<file path="src/rtl/de_mem_responder.sv">
// Drawing-engine memory bus target: one read or byte-masked write at a time against a fixed-latency SRAM.
// Optional address bounds check is enabled by defining DE_RESP_BOUNDS_EN.
module de_mem_responder #(
  parameter int unsigned MEM_LATENCY = 1,
  parameter int unsigned MEM_WORDS   = 262144
) (
  input  logic        clk,
  input  logic        rst,
  input  logic        de_req,
  output logic        de_ack,
  input  logic [17:0] de_addr,
  input  logic [3:0]  de_nbyte,
  input  logic        de_rnw,
  input  logic [31:0] de_w_data,
  output logic [31:0] de_r_data,
  output logic        resp_busy,
  output logic        mem_cs,
  output logic        mem_we,
  output logic [17:0] mem_addr,
  output logic [3:0]  mem_be,
  output logic [31:0] mem_wdata,
  input  logic [31:0] mem_rdata,
  output logic        resp_err
);
  localparam int unsigned AW = 18;
  localparam int unsigned DW = 32;
  localparam int unsigned BW = 4;
  localparam int unsigned CW = 4;

`ifdef DE_RESP_BOUNDS_EN
  localparam bit BOUNDS_EN = 1'b1;
`else
  localparam bit BOUNDS_EN = 1'b0;
`endif

  typedef enum logic [1:0] {S_IDLE, S_ISSUE, S_WAIT, S_ACK} state_e;

  state_e          state_q;
  logic [CW-1:0]   cnt_q;
  logic [CW-1:0]   cnt_d;
  logic            rnw_q;
  logic            drop_q;
  logic            addr_ok_d;
  logic            ack_q;
  logic            busy_q;
  logic            cs_q;
  logic            we_q;
  logic            err_q;
  logic [AW-1:0]   addr_q;
  logic [BW-1:0]   be_q;
  logic [DW-1:0]   wdata_q;
  logic [DW-1:0]   rdata_q;

  assign cnt_d     = cnt_q - CW'(1);
  assign addr_ok_d = !BOUNDS_EN || (32'(de_addr) < MEM_WORDS);

  // Transfer sequencer; out-of-range transfers walk the same states with the SRAM untouched.
  always_ff @(posedge clk or posedge rst) begin
    if (rst) begin
      state_q <= S_IDLE;
      cnt_q   <= '0;
      rnw_q   <= 1'b0;
      drop_q  <= 1'b0;
      ack_q   <= 1'b0;
      busy_q  <= 1'b0;
      cs_q    <= 1'b0;
      we_q    <= 1'b0;
      err_q   <= 1'b0;
      addr_q  <= '0;
      be_q    <= '0;
      wdata_q <= '0;
      rdata_q <= '0;
    end else begin
      ack_q <= 1'b0;
      cs_q  <= 1'b0;
      we_q  <= 1'b0;
      unique case (state_q)
        S_IDLE: begin
          if (de_req) begin
            addr_q  <= de_addr;
            be_q    <= de_rnw ? {BW{1'b1}} : ~de_nbyte;
            wdata_q <= de_w_data;
            cs_q    <= addr_ok_d;
            we_q    <= addr_ok_d && !de_rnw;
            rnw_q   <= de_rnw;
            drop_q  <= !addr_ok_d;
            if (!addr_ok_d) err_q <= 1'b1;
            busy_q  <= 1'b1;
            state_q <= S_ISSUE;
          end
        end
        S_ISSUE: begin
          cnt_q   <= CW'(MEM_LATENCY);
          state_q <= S_WAIT;
        end
        S_WAIT: begin
          cnt_q <= cnt_d;
          if (cnt_d == '0) begin
            if (rnw_q) rdata_q <= drop_q ? '0 : mem_rdata;
            ack_q   <= 1'b1;
            state_q <= S_ACK;
          end
        end
        S_ACK: begin
          busy_q  <= 1'b0;
          state_q <= S_IDLE;
        end
        default: state_q <= S_IDLE;
      endcase
    end
  end

  assign de_ack    = ack_q;
  assign de_r_data = rdata_q;
  assign resp_busy = busy_q;
  assign mem_cs    = cs_q;
  assign mem_we    = we_q;
  assign mem_addr  = addr_q;
  assign mem_be    = be_q;
  assign mem_wdata = wdata_q;
  assign resp_err  = err_q;

endmodule

</file>
<file path="config.mk">
export PLATFORM = sky130hd
export DESIGN_NAME = de_mem_responder
export DESIGN_NICKNAME = d
export VERILOG_FILES = /design/src/rtl/de_mem_responder.sv
export SDC_FILE = /design/constraint.sdc
export NUM_CORES = 1
export LEC_CHECK = 0
export ABC_AREA = 0
export BUFFER_PORTS_ARGS = -buffer_cell sky130_fd_sc_hd__buf_2
export CAP_MARGIN = 20
export CORE_MARGIN = 3
export CORE_UTILIZATION = 47
export CTS_CLUSTER_DIAMETER = 80
export DETAILED_ROUTE_END_ITERATION = 8
export PLACE_DENSITY = 0.86
export REMOVE_ABC_BUFFERS = 1
export SYNTH_ARGS = -nofsm -noshare
export SYNTH_HDL_FRONTEND = slang
export SYNTH_SLANG_ARGS = --single-unit
</file>
<file path="constraint.sdc">
create_clock -name clk -period 5 [get_ports clk]
set_clock_uncertainty 0.05 [all_clocks]
set_input_delay 1.5 -clock clk [delete_from_list [all_inputs] [get_ports clk]]
set_output_delay 1.5 -clock clk [all_outputs]
set_load 0.01 [all_outputs]
</file>
==> results.md <==
* Tcrit/Tclk final at 57.6%
* Crit path launch type: input port
* Die area at 0.00954 sq mm
* Number of global-route vias before repair at between 2,000 and 3,000
* Hold Slack at 0.456 ns
* Clock Tree Buf Depth at 2
* Hold Crit Class: reg2reg
* Final setup fails at 0
* CTS root buf: clkbuf_8
* Diode count at 0
* Util after Layout at roughly 64%
* Asr flop ratio synth at 100%
* WL met1 at about 3300 um
* Detailed-route DRC error count at 0
* R2R Setup Slk at 2.61 ns
* Post-CTS Setup Inserts at 0
* Post-Synthesis Cell Area at 0.00395 sq mm
* RSZ-0062 raised after global routing: false
* Die Y at 97.7 um
* Gr ovfl total at 0
* FILL cells at 574
* Pin count of the biggest net entering global routing at 70
* Via count of the routed design at 2,679
* Clk sinks at 97
* Endpoints failing hold at 0
* Worst-Skew Late Latency at 0.34 ns
* Cells on Worst Hold Path at 1
* Post-Synthesis Cells at between 200 and 300
* Top layer in use: met4
* Setup TNS at 0 ns
* CP Max Fanout at 43
* Hold Startpoint: mem_wdata[16]
* Synth Register Bits at 97
* Routed wire per std cell at 15.7 um
* WP data arrival at 3.06 ns
* Port Buffer Count at between 150 and 200
* CTS tree: done
* Fin crit period at 2.88 ns
* Yosys top cell area share at 61.5%
* GRT Overall Usage at between 10% and 20%
* CTS resizes at 0
* Rows at 32
* Lkg Pwr at around 2.6 nW
* Net count, final at between 500 and 600
* Cts hold-fix bufs at 0
* Max-cap viol count at 0
* Slew @ Worst Pin at 0.834 ns
* Post-detailed-route count of antenna-violating nets at 0
* Critical path class: in2reg
* Num CTS Buffers at 9
* Routed vias/inst at 4.93
* Synth area leader: dfrtp_1
* Routed wl met3 at 879 um
* Synth area leaders: dfrtp_1, mux2_2, mux2_4
* Crit end category: register
* Met2 Wirelength at 4320 um
* Worst slew margin at 44.4%
* Placed cell area at 0.00490 sq mm
* Yosys warnings at 0
* Seq/Total Area, Yosys at 61.5%
* Yosys cell types at 33
* Routability cong. at 0.762
* Share of layout cells above drive strength 1 at 64.6%
* Die Width at 97.7 um
* Clock transition at the registers of the reported paths at approximately 0.090 ns
* Post-synth EDFFs at 0
* R2R cell count at 6
* Slew Viols, Final at 0
* Core Region at about 0.0079 sq mm
* Reg2reg end: mem_addr[7]
* Critical R2R Launch: state_q[0]
* Initial drt markers at 66
* Initial antenna violation count at 0
* Highest clock rate at 347 MHz
* Dpl hpwl at between 6000 and 7000 um
* Pwr Total at 3.31 mW
* H-tree levels at 3
* First-pass GRT wire length at 14,200 um
* Status: complete, no violations
* Detailed Routing Iterations Pass 1 at 4
* Worst Path Required at around 5.2 ns
* Syn-to-layout area delta at 28.9%
* I/O pin total at 181
* Hold EP: mem_wdata[16]
* Top_reg_cell synth: dfrtp_1
* Power Density at between 600 and 700 mW/mm^2
* Syn Area/Cell at 15.5 sq um
* Initial core utilization at 49.8%
* Design area at 0.00509 sq mm
* Post-Route WL at 8520 um
* Peak supply drop at between 0.3 and 0.4 mV
[registers in the layout, summed over array words and instances, names as in the netlist]
register / count
mem_be: 4
resp_busy: 1
cnt_q: 4
rnw_q: 1
mem_addr: 18
de_ack: 1
de_r_data: 32
mem_we: 1
mem_wdata: 32
state_q: 2
mem_cs: 1
[logic make-up after synthesis]
family          after synthesis  share of synthesized area (%)
mux                          84                           26.8
simple gates                 27                           3.23
other cells                   1                         0.0949
buf+inv                      21                           3.36
compound gates               20                           3.52
fa+ha+maj                     5                           1.58
flops                        97                           61.5
[layout by cell type, fill, tap and decap left out, types with 4 or more instances in the layout]
cell and n:
dfrtp_1 97, inv_1 8, buf_2 179, ha_1 5, nand2_1 8, mux2_2 53, nor2_1 11, o21ai_0 8
mux2_4 30, a31oi_1 4, clkbuf_8 9
[routing by layer]
layer	GRT usage, %	vias up
met5	0	-
li1	-	1242
met2	31.9	125
met4	3.94	0
met1	21.2	1308
met3	8.33	4
[worst max-delay path by stage]
stage	from	endpoint
floorplan	rst	cnt_q[0]
global placement	de_req	mem_wdata[7]
detailed placement	de_req	mem_addr[3]
CTS	de_req	mem_addr[7]
global route	de_req	mem_addr[12]
finish	de_req	mem_addr[7]
[cell usage after synthesis (3+ instances only)]
cell       n
a31oi_1    4
buf_12     3
clkbuf_1   5
dfrtp_1   97
ha_1       5
inv_1      9
mux2_2    53
mux2_4    30
nand2_1    8
nor2_1    11
o21ai_0    8
[worst max-delay path, cell delays in order]
cell and delay (ns):
buf_2 0.10, nand2_1 0.10, inv_2 0.60, buf_4 0.36, mux2_2 0.36
[through the flow]
| stage | std cells | setup slack, ns |
|---|---|---|
| finish | 543 | 2.12 |
| global route | 543 | 2.02 |
| CTS | 543 | 2.14 |
| floorplan | 244 | 0.916 |
| global placement | 527 | 1.78 |
| detailed placement | 527 | 1.76 |
[final cells by class]
cell class,count,area (sq um),share of cell area (%)
sequential,97,2430,47.7
clock buffer,10,128,2.51
clock inverter,6,67.6,1.33
timing repair buffer,181,911,17.9
multi-input combinational,137,1390,27.3
inverter,10,40.0,0.786
tap,102,128,2.51
[report_power, final]
group	switching, mW	leakage [nW]	total [mW]	internal, mW
registers	0.213	1.17	1.38	1.16
clock network	0.262	0.0929	0.495	0.233
logic	0.663	1.33	1.44	0.772
total	1.14	2.59	3.31	2.17
Power figures use the tool's default switching activity.
